**src/rtl/oldland_dbg_engine.sv**
```systemverilog
// rtl/oldland_dbg_engine.sv - oldland debug command engine: run control, burst memory access, PC breakpoints
module oldland_dbg_engine #(
    parameter int NUM_BKPT  = 4,
    parameter int LEN_BITS  = 8,
    parameter bit RESET_RUN = 1'b1
) (
    input  logic                clk,
    input  logic                rst_n,
    input  logic                cmd_valid,
    output logic                cmd_ready,
    input  logic [2:0]          cmd_op,
    input  logic [1:0]          cmd_width,
    input  logic [LEN_BITS-1:0] cmd_len,
    input  logic [31:0]         cmd_addr,
    input  logic                wd_valid,
    output logic                wd_ready,
    input  logic [31:0]         wd_data,
    output logic                rsp_valid,
    input  logic                rsp_ready,
    output logic [31:0]         rsp_data,
    output logic                rsp_last,
    output logic                rsp_err,
    output logic                run,
    input  logic                stopped,
    input  logic [31:0]         cpu_pc,
    output logic                dbg_en,
    output logic                mem_access,
    output logic                mem_wr_en,
    output logic [1:0]          mem_width,
    output logic [31:0]         mem_addr,
    output logic [31:0]         mem_wr_val,
    input  logic [31:0]         mem_rd_val,
    input  logic                mem_compl,
    output logic                bkpt_hit
);

    typedef enum logic [2:0] {
        S_IDLE, S_WAIT_STOP, S_STEP, S_MEM_REQ, S_MEM_WAIT, S_WD_WAIT, S_RSP
    } state_e;

    localparam logic [2:0] OP_HALT = 3'd0, OP_RUN = 3'd1, OP_STEP = 3'd2, OP_RMEM = 3'd3;
    localparam logic [2:0] OP_WMEM = 3'd4, OP_SETBP = 3'd5, OP_CLRBP = 3'd6, OP_STATUS = 3'd7;
    localparam logic [31:0] NUM_BKPT_W = 32'(NUM_BKPT);

    state_e                state_q, state_d;
    logic [2:0]            op_q, op_d;
    logic [1:0]            width_q, width_d;
    logic [LEN_BITS-1:0]   count_q, count_d;
    logic [31:0]           addr_q, addr_d;
    logic [31:0]           wdata_q, wdata_d;
    logic                  run_q, run_d;
    logic [31:0]           rsp_data_q, rsp_data_d;
    logic                  rsp_last_q, rsp_last_d;
    logic                  rsp_err_q, rsp_err_d;
    logic                  hit_flag_q, hit_flag_d;
    logic [2:0]            hit_chan_q, hit_chan_d;
    logic                  dbg_q, dbg_d;
    logic [31:0]           bp_pc_q [NUM_BKPT];
    logic [NUM_BKPT-1:0]   bp_en_q;

    logic                  bp_any, bp_we, bp_set, mem_bad, bp_bad;
    logic [2:0]            hit_idx;
    logic [31:0]           len_ext, align_mask, step_sz;

    // Downward scan so the lowest matching channel wins.
    always_comb begin
        bp_any  = 1'b0;
        hit_idx = 3'd0;
        for (int i = NUM_BKPT - 1; i >= 0; i--) begin
            if (bp_en_q[i] && (bp_pc_q[i] == cpu_pc)) begin
                bp_any  = 1'b1;
                hit_idx = 3'(i);
            end
        end
    end

    assign bkpt_hit   = run_q & bp_any;
    assign len_ext    = {{(32 - LEN_BITS){1'b0}}, cmd_len};
    assign align_mask = (32'd1 << cmd_width) - 32'd1;
    assign mem_bad    = (cmd_width == 2'd3) || ((cmd_addr & align_mask) != 32'd0);
    assign bp_bad     = (len_ext >= NUM_BKPT_W);
    assign step_sz    = 32'd1 << width_q;

    always_comb begin
        state_d    = state_q;
        op_d       = op_q;
        width_d    = width_q;
        count_d    = count_q;
        addr_d     = addr_q;
        wdata_d    = wdata_q;
        run_d      = run_q;
        rsp_data_d = rsp_data_q;
        rsp_last_d = rsp_last_q;
        rsp_err_d  = rsp_err_q;
        hit_flag_d = hit_flag_q;
        hit_chan_d = hit_chan_q;
        dbg_d      = dbg_q;
        cmd_ready  = 1'b0;
        wd_ready   = 1'b0;
        mem_access = 1'b0;
        bp_we      = 1'b0;
        bp_set     = 1'b0;
        case (state_q)
            S_IDLE: begin
                cmd_ready = 1'b1;
                if (cmd_valid) begin
                    op_d       = cmd_op;
                    width_d    = cmd_width;
                    count_d    = cmd_len;
                    addr_d     = cmd_addr;
                    rsp_data_d = 32'd0;
                    rsp_last_d = 1'b1;
                    rsp_err_d  = 1'b0;
                    state_d    = S_RSP;
                    case (cmd_op)
                        OP_HALT: begin
                            run_d   = 1'b0;
                            state_d = S_WAIT_STOP;
                        end
                        OP_RUN: begin
                            run_d      = 1'b1;
                            hit_flag_d = 1'b0;
                        end
                        OP_STEP: begin
                            run_d   = 1'b1;
                            state_d = S_STEP;
                        end
                        OP_RMEM, OP_WMEM: begin
                            if (mem_bad) begin
                                rsp_err_d = 1'b1;
                            end else if (cmd_op == OP_RMEM) begin
                                dbg_d   = 1'b1;
                                state_d = S_MEM_REQ;
                            end else begin
                                state_d = S_WD_WAIT;
                            end
                        end
                        OP_SETBP, OP_CLRBP: begin
                            if (bp_bad) begin
                                rsp_err_d = 1'b1;
                            end else begin
                                bp_we  = 1'b1;
                                bp_set = (cmd_op == OP_SETBP);
                            end
                        end
                        default: rsp_data_d = {24'd0, hit_chan_q, hit_flag_q, 3'd0, run_q};
                    endcase
                end
            end
            S_WAIT_STOP: begin
                if (stopped) begin
                    rsp_data_d = cpu_pc;
                    state_d    = S_RSP;
                end
            end
            S_STEP: begin
                run_d   = 1'b0;
                state_d = S_WAIT_STOP;
            end
            S_MEM_REQ: begin
                mem_access = 1'b1;
                state_d    = S_MEM_WAIT;
            end
            S_MEM_WAIT: begin
                if (mem_compl) begin
                    if (op_q == OP_RMEM) begin
                        rsp_data_d = mem_rd_val;
                        rsp_last_d = (count_q == '0);
                        dbg_d      = (count_q != '0);
                        state_d    = S_RSP;
                    end else if (count_q == '0) begin
                        rsp_data_d = 32'd0;
                        rsp_last_d = 1'b1;
                        dbg_d      = 1'b0;
                        state_d    = S_RSP;
                    end else begin
                        addr_d  = addr_q + step_sz;
                        count_d = count_q - 1'b1;
                        state_d = S_WD_WAIT;
                    end
                end
            end
            S_WD_WAIT: begin
                wd_ready = 1'b1;
                if (wd_valid) begin
                    wdata_d = wd_data;
                    dbg_d   = 1'b1;
                    state_d = S_MEM_REQ;
                end
            end
            S_RSP: begin
                if (rsp_ready) begin
                    if ((op_q == OP_RMEM) && !rsp_last_q) begin
                        addr_d  = addr_q + step_sz;
                        count_d = count_q - 1'b1;
                        state_d = S_MEM_REQ;
                    end else begin
                        state_d = S_IDLE;
                    end
                end
            end
            default: state_d = S_IDLE;
        endcase
        // A breakpoint hit overrides a RUN accepted in the same cycle.
        if (bkpt_hit) begin
            run_d      = 1'b0;
            hit_flag_d = 1'b1;
            hit_chan_d = hit_idx;
        end
    end

    always_ff @(posedge clk or negedge rst_n) begin
        if (!rst_n) begin
            state_q    <= S_IDLE;
            op_q       <= 3'd0;
            width_q    <= 2'd0;
            count_q    <= '0;
            addr_q     <= 32'd0;
            wdata_q    <= 32'd0;
            run_q      <= RESET_RUN;
            rsp_data_q <= 32'd0;
            rsp_last_q <= 1'b0;
            rsp_err_q  <= 1'b0;
            hit_flag_q <= 1'b0;
            hit_chan_q <= 3'd0;
            dbg_q      <= 1'b0;
            bp_en_q    <= '0;
            for (int i = 0; i < NUM_BKPT; i++) bp_pc_q[i] <= 32'd0;
        end else begin
            state_q    <= state_d;
            op_q       <= op_d;
            width_q    <= width_d;
            count_q    <= count_d;
            addr_q     <= addr_d;
            wdata_q    <= wdata_d;
            run_q      <= run_d;
            rsp_data_q <= rsp_data_d;
            rsp_last_q <= rsp_last_d;
            rsp_err_q  <= rsp_err_d;
            hit_flag_q <= hit_flag_d;
            hit_chan_q <= hit_chan_d;
            dbg_q      <= dbg_d;
            if (bp_we) begin
                for (int i = 0; i < NUM_BKPT; i++) begin
                    if (len_ext == 32'(i)) begin
                        bp_en_q[i] <= bp_set;
                        bp_pc_q[i] <= cmd_addr;
                    end
                end
            end
        end
    end

    assign rsp_valid  = (state_q == S_RSP);
    assign rsp_data   = rsp_data_q;
    assign rsp_last   = rsp_last_q;
    assign rsp_err    = rsp_err_q;
    assign run        = run_q;
    assign dbg_en     = dbg_q;
    assign mem_wr_en  = mem_access & (op_q == OP_WMEM);
    assign mem_width  = width_q;
    assign mem_addr   = addr_q;
    assign mem_wr_val = wdata_q;

endmodule

```
**config.mk**
```make
export PLATFORM = sky130hd
export DESIGN_NAME = oldland_dbg_engine
export DESIGN_NICKNAME = d
export VERILOG_FILES = /design/src/rtl/oldland_dbg_engine.sv
export SDC_FILE = /design/constraint.sdc
export NUM_CORES = 1
export LEC_CHECK = 0
export ABC_AREA = 0
export CORE_ASPECT_RATIO = 1.4
export CORE_MARGIN = 10
export CORE_UTILIZATION = 45
export DETAILED_ROUTE_END_ITERATION = 8
export GPL_ROUTABILITY_DRIVEN = 0
export MAX_ROUTING_LAYER = met4
export PLACE_DENSITY_LB_ADDON = 0.15
export SYNTH_ARGS = -nofsm -noshare
export SYNTH_HDL_FRONTEND = slang
export SYNTH_SLANG_ARGS = --single-unit
```
**constraint.sdc**
```tcl
create_clock -name clk -period 7.5 [get_ports clk]
set_input_delay 1.5 -clock clk [delete_from_list [all_inputs] [get_ports clk]]
set_output_delay 1.5 -clock clk [all_outputs]
set_load 0.02 [all_outputs]
```
==> results of run 1 <==
-- cell type report --
class | instances | area, um^2 | share of cell area
Inverter | 21 | 78.8 | 0.00478
Clock inverter | 5 | 75.1 | 0.00456
Multi-Input combinational cell | 812 | 6120 | 0.372
Clock buffer | 41 | 788 | 0.0478
Antenna cell | 6 | 15.0 | 0.000911
Tap cell | 375 | 469 | 0.0285
Timing Repair Buffer | 265 | 2650 | 0.161
Sequential cell | 251 | 6280 | 0.381
-- sequential cells by signal, summed over array words and instances (netlist names), 2 cells and up --
name        count
mem_wr_val     32
bp_en_q         4
mem_width       2
bp_pc_q       128
op_q            3
count_q         8
state_q         3
hit_chan_q      2
rsp_data       32
mem_addr       32
-- cell families (layout without fill, tap and decap cells) --
| logic type | Yosys count | after routing | share of synthesized area |
|---|---|---|---|
| and+or+nand+nor | 262 | 262 | 0.106 |
| DFF | 251 | 251 | 0.490 |
| AOI/OAI and AO/OA | 242 | 242 | 0.122 |
| muxes | 169 | 169 | 0.148 |
| xor gates and xnor gates | 130 | 130 | 0.0888 |
| buffers and inverters | 113 | 332 | 0.0363 |
| adders and majority gates | 9 | 9 | 0.00937 |
| other | 0 | 6 | 0 |
-- synth_stat cells, drive strengths merged (19+ instances only) --
| cell | n | area (um^2) |
|---|---|---|
| xnor2 | 66 | 578 |
| nand4 | 25 | 156 |
| nor4 | 22 | 138 |
| o21ai | 72 | 360 |
| xor2 | 64 | 561 |
| nor3 | 19 | 105 |
| mux2 | 164 | 1850 |
| buf | 20 | 116 |
| nor2 | 52 | 205 |
| nand3 | 20 | 110 |
| nand2 | 71 | 267 |
| inv | 21 | 78.8 |
| clkbuf | 72 | 270 |
| dfrtp | 250 | 6260 |
| a22oi | 30 | 225 |
| a21oi | 51 | 255 |
-- metrics by stage --
| step | hold slack [ns] | util | worst slack [ns] | power, mW |
|---|---|---|---|---|
| 5_1_grt | 0.503 | 0.584 | 1.07 | 6.01 |
| 6_report | 0.476 | 0.584 | 1.16 | 5.66 |
| 3_5_place_dp | 0.470 | 0.553 | 1.18 | 4.36 |
| 2_1_floorplan | 0.450 | - | 2.69 | 3.30 |
| 4_1_cts | 0.484 | 0.583 | 1.16 | 5.71 |
| 3_3_place_gp | 0.461 | 0.553 | 1.17 | 4.33 |
-- critical path, stage by stage --
cell	delay (ns)
clkdlybuf4s50_1	0.60
xor2_1	0.23
nor4_1	0.44
nand4_1	0.17
or4_1	0.61
a41oi_1	0.56
clkdlybuf4s50_1	0.73
-- per-layer routing --
layer / GRT usage / vias up
met4: 0.0747 / 0
met1: 0.264 / 4960
li1: - / 4612
met3: 0.0489 / 64
met5: - / -
met2: 0.401 / 298
-- worst max-delay path by stage --
stage	end	slack, ns	cells after the start	from
after floorplan	bkpt_hit	2.69	6	cpu_pc[26]
after global placement	bkpt_hit	1.17	7	cpu_pc[31]
after detailed placement	bkpt_hit	1.18	7	cpu_pc[1]
after CTS	bkpt_hit	1.16	7	cpu_pc[31]
after global routing	bkpt_hit	1.07	7	cpu_pc[16]
final	bkpt_hit	1.16	7	cpu_pc[1]
-- power by group through the flow --
stage	clock (mW)	sequential (mW)	combinational [mW]
after detailed placement	0	1.97	2.39
after global placement	0	1.96	2.36
after CTS	1.35	1.96	2.40
after global routing	1.40	2.01	2.59
final	1.33	1.96	2.37
after floorplan	0	2.23	1.08
==> qor.txt, run 1 <==
outcome = finished clean
Via Count = 9934
CTS Hold Buffers Added = 0
mapped cell area = 12800 um^2
Die W = 163 um
Clock Latency Late Sink = 0.53 ns
htree depth = 1
setup TNS = 0 ns
filler-free cell count of the finished design = 1776
leakage = 7.19 nW
unrepaired setup endpoints after global routing = false
FFs w/ async S/R, synth = 1.00
Clk pwr share = 0.234
Clock Sinks = 251
Mapped Cells = 1176
# fillers = 2458
Main synth FF type = dfrtp_1
CTS clk-pin slew, worst paths = 0.06 ns
critical path launch point type = input pin
post-route ant nets = 0
worst r2r src = state_q[2]
Hold Crit Depth = 2
Yosys reg bits = 251
number of synthesized flops with an enable pin = 0
1st-iter DRT viols = 679
MaxCap Viol Count = 0
commonest non-fill, non-tap cell in the layout = clkdlybuf4s50_1
met1 WL = 16200 um
first-pass GRT wire length = 62400 um
die span in y = 220 um
placed cells = 1724
WL final = 40900 um
highest routed layer = met4
# port buffers = 255
pin count of the biggest net entering global routing = 143
Tot GR Track Use = 0.232
Netlist cell types = 65
WL met3 = 2430 um
Sw Share = 0.381
CP Data Arrival Time = 4.84 ns
fin. max-slew vios = 0
worst hold path type = reg2reg
Final setup viols = 0
Comb power frac = 0.419
# IOs = 256
sequential share of power = 0.347
power density over the cells = 343 nW/um^2
Remaining DRCs = 0
worst r2r dst = bp_pc_q[29]
CP required = 6.00 ns
f_max = 158 MHz
Max VDD drop = 233 uV
r2r worst-path depth = 5
setup bufs post-CTS = 0
Post-Syn Nets = 1333
share of layout cells above drive strength 1 = 0.113
clock root cell = clkbuf_16
DR vias/cell = 5.59
Layout area overhead = 28.5%
Ys Warns = 0
hold-critical path endpoint = rsp_data[16]
gr ovfl total = 0
post-DP HPWL = 30400 um
area post-placement = 15600 um^2
worst setup path category = in2out
sequential area share after synthesis = 0.490
Core ar. = 28200 um^2
met2 wire length = 21100 um
most frequent cells in the layout = 254 x clkdlybuf4s50_1, 250 x dfrtp_1, 89 x mux2_2, 75 x mux2_1, 71 x nand2_1
NumNets Final = 1534
actual slew at the worst max-slew pin = 1.17 ns
Max-slew headroom = 0.217
average wire per standard cell = 23.1 um
die area = 35700 um^2
Max clock buf depth = 3
vias in the first global route = 10400
First-pass DRT Iterations = 5
cell area after layout = 16500 um^2
CTS resizes = 0
Initial Util = 0.454
CTS tree = built
crit path max fanout = 5
Sw Pwr = 2.16 mW
CTS buffer count = 26
min Tclk post-route = 6.34 ns
HP Start = rsp_data[16]
critical path endpoint category = output port
R2R setup slack = 4.00 ns
Core Rows = 73
final hold viol count = 0
mean post-synth cell area = 10.9 um^2
Final Cycle Share = 0.845
internal power = 3.50 mW
Layout Skew = 0.0140 ns
antenna violations before repair = 5
Note: power is estimated with default switching activity, not from simulation.
==> run 2, diff against run 1 <==
- clock period: 7.5 -> 6.1 ns (I/O delays scaled with it)
==> run 2 against run 1 <==
Effect of this change: first-iteration DRC count is 6.8% higher; hold slack hardly changed; critical path type unchanged; cell count rose by 0.73%; register-to-register slack worse by 1.4 ns; largest power group unchanged.
==> qor.txt, run 2 (synthesis gave the netlist of run 1 again) <==
outcome = finished clean
share of layout cells above drive strength 1 = 0.127 (+0.0142)
Crit path largest cell delay = 0.61 ns (-0.12 ns)
critical path endpoint category = output port
Hold Worst Slack = 0.476 ns (-0.000242 ns)
Layout area overhead = 29.9%
cell family with the largest share of critical-path delay = buffers and inverters
pin count of the biggest net entering global routing = 82 (-43%)
setup bufs post-CTS = 0 (unchanged)
average wire per standard cell = 23.5 um (+2.2%)
critical path launch point type = input pin
most flop-heavy register = bp_pc_q
clock root cell = clkbuf_16
NumNets Final = 1550 (+1.0%)
area occupied by multi-input gates = 6120 um^2 (unchanged)
# port buffers = 255 (unchanged)
Max clock buf depth = 3 (unchanged)
Max-slew headroom = 0.258 (+0.0412)
CTS Hold Buffers Added = 0 (unchanged)
f_max = 181 MHz
Die W = 163 um (unchanged)
Max VDD drop = 286 uV (+23%)
htree depth = 1 (unchanged)
unrepaired setup endpoints after global routing = false
post-DP HPWL = 31500 um (+3.8%)
worst hold path type = reg2reg
# fillers = 2381 (-3.1%)
First-pass DRT Iterations = 5 (unchanged)
CTS resizes = 0 (unchanged)
CP dominant cell by count = clkdlybuf4s50_1
max reg flops = 128 (unchanged)
Core Rows = 73 (unchanged)
final hold viol count = 0 (unchanged)
die area = 35700 um^2 (unchanged)
first-pass GRT wire length = 64000 um (+2.6%)
Remaining DRCs = 0 (unchanged)
CTS clk-pin slew, worst paths = 0.06 ns (about the same)
Register Area = 6280 um^2 (unchanged)
Tot GR Track Use = 0.238 (+0.00586)
Initial Util = 0.454 (unchanged)
CTS buffer count = 27 (+3.8%)
crit-path cells = clkdlybuf4s50_1, xor2_1, nor4_1, nand4_1, or4_1, a41oi_1, buf_4, clkdlybuf4s50_1
worst setup path category = in2out
CP Buf/Inv Count = 3 (+1)
cell area after layout = 16700 um^2 (+1.1%)
antenna violations before repair = 2 (-3)
actual slew at the worst max-slew pin = 1.08 ns (-0.0870 ns)
Via Count = 10100 (+2.1%)
CP required = 4.88 ns (-1.12 ns)
vias in the first global route = 10500 (+0.98%)
most frequent cells in the layout = 254 x clkdlybuf4s50_1, 250 x dfrtp_1, 89 x mux2_2, 75 x mux2_1, 71 x nand2_1
Clock Sinks = 251 (unchanged)
setup TNS = 0 ns (unchanged)
fin. max-slew vios = 0 (unchanged)
Clock Latency Late Sink = 0.54 ns (about the same)
commonest non-fill, non-tap cell in the layout = clkdlybuf4s50_1
CTS tree = built
gr ovfl total = 0 (unchanged)
area post-placement = 15700 um^2 (+0.64%)
Layout Skew = 0.0166 ns (+0.00259 ns)
1st-iter DRT viols = 725 (+6.8%)
CP Data Arrival Time = 4.30 ns (-0.54 ns)
# IOs = 256 (unchanged)
leakage = 7.30 nW (+1.5%)
WL final = 42100 um (+2.9%)
Core ar. = 28200 um^2 (unchanged)
MaxCap Viol Count = 0 (unchanged)
die span in y = 220 um (unchanged)
DR vias/cell = 5.67 (+1.3%)
Final setup viols = 0 (unchanged)
post-route ant nets = 0 (unchanged)
Final Cycle Share = 0.905
power density over the cells = 426 nW/um^2 (+24%)
min Tclk post-route = 5.52 ns
CP max-delay cell = clkdlybuf4s50_1
crit path max fanout = 5 (unchanged)
[run 2: cell count changes in the layout (fill, tap and decap cells not counted), sizes merged]
cell,before,now
buf,11,26
clkbuf,41,37
diode,6,2
bufinv,2,4
clkinvlp,0,2
inv,21,23
[run 2: final cells by class]
class	count	share of cell area
Clock inverter	11	0.0101
Multi-Input combinational cell	812	0.368
Inverter	21	0.00473
Sequential cell	251	0.377
Timing Repair Buffer	280	0.165
Antenna cell	2	0.000300
Tap cell	375	0.0282
Clock buffer	37	0.0470
[run 2: path summary, 6_finish.rpt]
path / start / to / slack, ns / depth (start not counted)
worst min register to register: rsp_data[29] / rsp_data[29] / 0.48 / 2
worst max-delay path: cpu_pc[31] / bkpt_hit / 0.58 / 8
worst min-delay path: rsp_data[29] / rsp_data[29] / 0.48 / 2
max in group asynchronous: rst_n / bp_pc_q[78] / 4.02 / 2
worst max register to register: state_q[2] / bp_pc_q[114] / 2.65 / 6
min in group asynchronous: rst_n / rsp_data[15] / 0.62 / 1
[run 2: layer usage]
| layer | share of wire | vias to the layer above | global-route usage | wire (um) |
|---|---|---|---|---|
| met5 | 0 | - | - | 0 |
| met4 | 0.035 | 0 | 0.0804 | 1460 |
| met3 | 0.055 | 75 | 0.0441 | 2320 |
| met2 | 0.52 | 324 | 0.414 | 21900 |
| met1 | 0.39 | 5111 | 0.270 | 16400 |
| li1 | - | 4629 | - | - |
[run 2: worst reg2reg max path: cells and delay by family (launching register included)]
| family | cells | cell delay [ns] |
|---|---|---|
| DFF | 1 | 0.67 |
| and+or+nand+nor | 4 | 1.81 |
| muxes | 1 | 0.39 |
| buffers and inverters | 1 | 0.46 |
[run 2: through the flow]
step                total power [mW]  cells   util  worst slack, ns
detailed placement              5.37   1739  0.556            0.587
global placement                5.33   1739  0.556            0.635
CTS                             7.15   1787  0.590            0.566
finish                          7.09   1789  0.590            0.582
floorplan                       4.06   1176      -             1.85
global route                    7.51   1789  0.590            0.452
[run 2: power by group]
group          total [mW]  leakage (nW)  internal (mW)  switching, mW
Clock                1.76         0.464           1.07          0.690
Combinational        2.92          3.54           1.28           1.64
Sequential           2.41          3.30           2.06          0.353
Total                7.09          7.30           4.41           2.68
==> run 3, diff against run 2 <==
--- a/config.mk
+++ b/config.mk
@@ -17,2 +17,3 @@
 export SYNTH_HDL_FRONTEND = slang
 export SYNTH_SLANG_ARGS = --single-unit
+export TNS_END_PERCENT = 1
==> constraint.sdc (replaced) <==
create_clock -name clk -period 6.1 [get_ports clk]
set_input_delay 1.83 -clock clk [delete_from_list [all_inputs] [get_ports clk]]
set_output_delay 1.83 -clock clk [all_outputs]
set_load 0.02 [all_outputs]
==> run 3 against run 2 <==
Effect of this change: hold slack better by 0.0012 ns; worst setup slack worse by 0.49 ns; critical endpoint unchanged; sequential share of layout area is 0.64 points lower; largest power group unchanged; total power is 1.4% lower; non-clock buffer count is 40 higher.
==> qor.txt, run 3 (synthesis gave the netlist of run 1 again) <==
outcome = finished clean
die area = 35700 um^2 (unchanged)
# IOs = 256 (unchanged)
HP Start = rsp_data[27]
CP Data Arrival Time = 4.18 ns (-0.12 ns)
crit path max fanout = 3 (-2)
placed cells = 1779 (+2.3%)
Clock Latency Late Sink = 0.54 ns (about the same)
min Tclk post-route = 6.01 ns (+0.487 ns)
Max clock buf depth = 3 (unchanged)
critical path launch point type = input pin
unrepaired setup endpoints after global routing = false
most frequent cells in the layout = 250 x dfrtp_1, 250 x clkdlybuf4s50_1, 89 x mux2_2, 75 x mux2_1, 71 x nand2_1
CTS Hold Buffers Added = 0 (unchanged)
Layout area overhead = 32.1%
actual slew at the worst max-slew pin = 0.935 ns (-0.150 ns)
CTS clk-pin slew, worst paths = 0.06 ns (about the same)
filler-free cell count of the finished design = 1831 (+2.3%)
average wire per standard cell = 23.3 um (-1.1%)
R2R setup slack = 3.03 ns (+0.38 ns)
hold-critical path endpoint = rsp_data[27]
Die W = 163 um (unchanged)
worst r2r src = state_q[2]
worst setup path category = in2out
First-pass DRT Iterations = 5 (unchanged)
CP required = 4.27 ns (-0.61 ns)
WL final = 42700 um (+1.3%)
pin count of the biggest net entering global routing = 110 (+34%)
critical path endpoint category = output port
# port buffers = 255 (unchanged)
CTS buffer count = 27 (unchanged)
max reg flops = 128 (unchanged)
Initial Util = 0.454 (unchanged)
vias in the first global route = 10700 (+1.6%)
1st-iter DRT viols = 744 (+2.6%)
fin. max-slew vios = 0 (unchanged)
Layout Skew = 0.00961 ns (-0.00698 ns)
Hold Crit Depth = 2 (unchanged)
final hold viol count = 0 (unchanged)
Final setup viols = 0 (unchanged)
f_max = 167 MHz (-8.1%)
MaxCap Viol Count = 0 (unchanged)
Clock Sinks = 251 (unchanged)
post-route ant nets = 0 (unchanged)
CTS tree = built
Worst Setup SP = cpu_pc[10]
htree depth = 1 (unchanged)
Final WS setup = 0.0947 ns (-0.487 ns)
dpl ws = -0.753 ns (-1.34 ns)
worst r2r dst = bp_pc_q[91]
Remaining DRCs = 0 (unchanged)
area post-placement = 16000 um^2 (+2.0%)
Max-slew headroom = 0.361 (+0.103)
antenna violations before repair = 5 (+3)
post-DP HPWL = 31900 um (+1.2%)
Core ar. = 28200 um^2 (unchanged)
most flop-heavy register = bp_pc_q
Final Cycle Share = 0.984 (+0.0798)
share of layout cells above drive strength 1 = 0.154 (+0.0261)
Via Count = 10200 (+1.0%)
gr ovfl total = 0 (unchanged)
DR vias/cell = 5.59 (-1.3%)
NumNets Final = 1590 (+2.6%)
first-pass GRT wire length = 63800 um (-0.28%)
Core Rows = 73 (unchanged)
cell area after layout = 16900 um^2 (+1.7%)
Max VDD drop = 271 uV (-5.3%)
power density over the cells = 413 nW/um^2 (-3.1%)
worst hold path type = reg2reg
Tot GR Track Use = 0.240 (+0.00245)
clock root cell = clkbuf_16
die span in y = 220 um (unchanged)
setup TNS = 0 ns (unchanged)
r2r worst-path depth = 7 (+1)
leakage = 7.49 nW (+2.6%)
[run 3: changes by cell type in the layout (fill, tap and decap cells not counted), sizes merged]
cell	delta
diode	+2
clkbuf	+7
clkinv	-1
dlygate4sd2	+3
bufinv	-3
clkdlybuf4s50	-4
inv	-1
clkinvlp	-2
buf	+41
[run 3: critical path: stages]
cell and delay, ns:
clkdlybuf4s50_1 0.56, xor2_1 0.24, nor4_1 0.27, nand4_1 0.16, or4_4 0.59, a41oi_2 0.19, buf_4 0.17, buf_2 0.17
[run 3: cell type report]
cell class              instances  area [um^2]
multi-input cells             812         6170
flip-flops and latches        251         6280
well taps                     375          469
diodes                          4         10.0
repair buffers                320         3050
clock inverters                 4         48.8
clock buffers                  44          840
fillers                      2379        11300
inverters                      21         78.8
[run 3: worst max-delay path by stage]
stage               endpoint  cells past startpoint
finish              bkpt_hit                      8
global route        bkpt_hit                      8
CTS                 bkpt_hit                      9
detailed placement  bkpt_hit                      8
global placement    bkpt_hit                      8
floorplan           bkpt_hit                      6
[run 3: metrics by stage]
stage	hold slack (ns)	power [mW]	utilization
after floorplan	0.450	4.06	-
after global placement	0.461	5.35	0.567
after detailed placement	0.467	5.39	0.567
after CTS	0.480	7.06	0.600
after global routing	0.496	7.42	0.600
final	0.477	6.99	0.600
[run 3: power by group]
group          switching (mW)  total, mW  internal (mW)  leakage, nW
combinational            1.64       2.94           1.30         3.75
sequential              0.345       2.41           2.06         3.30
clock                   0.670       1.64          0.975        0.439
[run 3: repair_timing]
item,CTS,global route
buffers inserted,0,0
resized for setup,13,1
endpoints found under the setup margin,1,1
pin swaps,3,0
[run 3: layer usage]
layer | vias to the layer above | track usage | share of wire
met4 | 0 | 0.111 | 0.045
met2 | 335 | 0.417 | 0.52
met1 | 5100 | 0.259 | 0.38
li1 | 4717 | - | -
met3 | 92 | 0.0489 | 0.055
met5 | - | - | 0
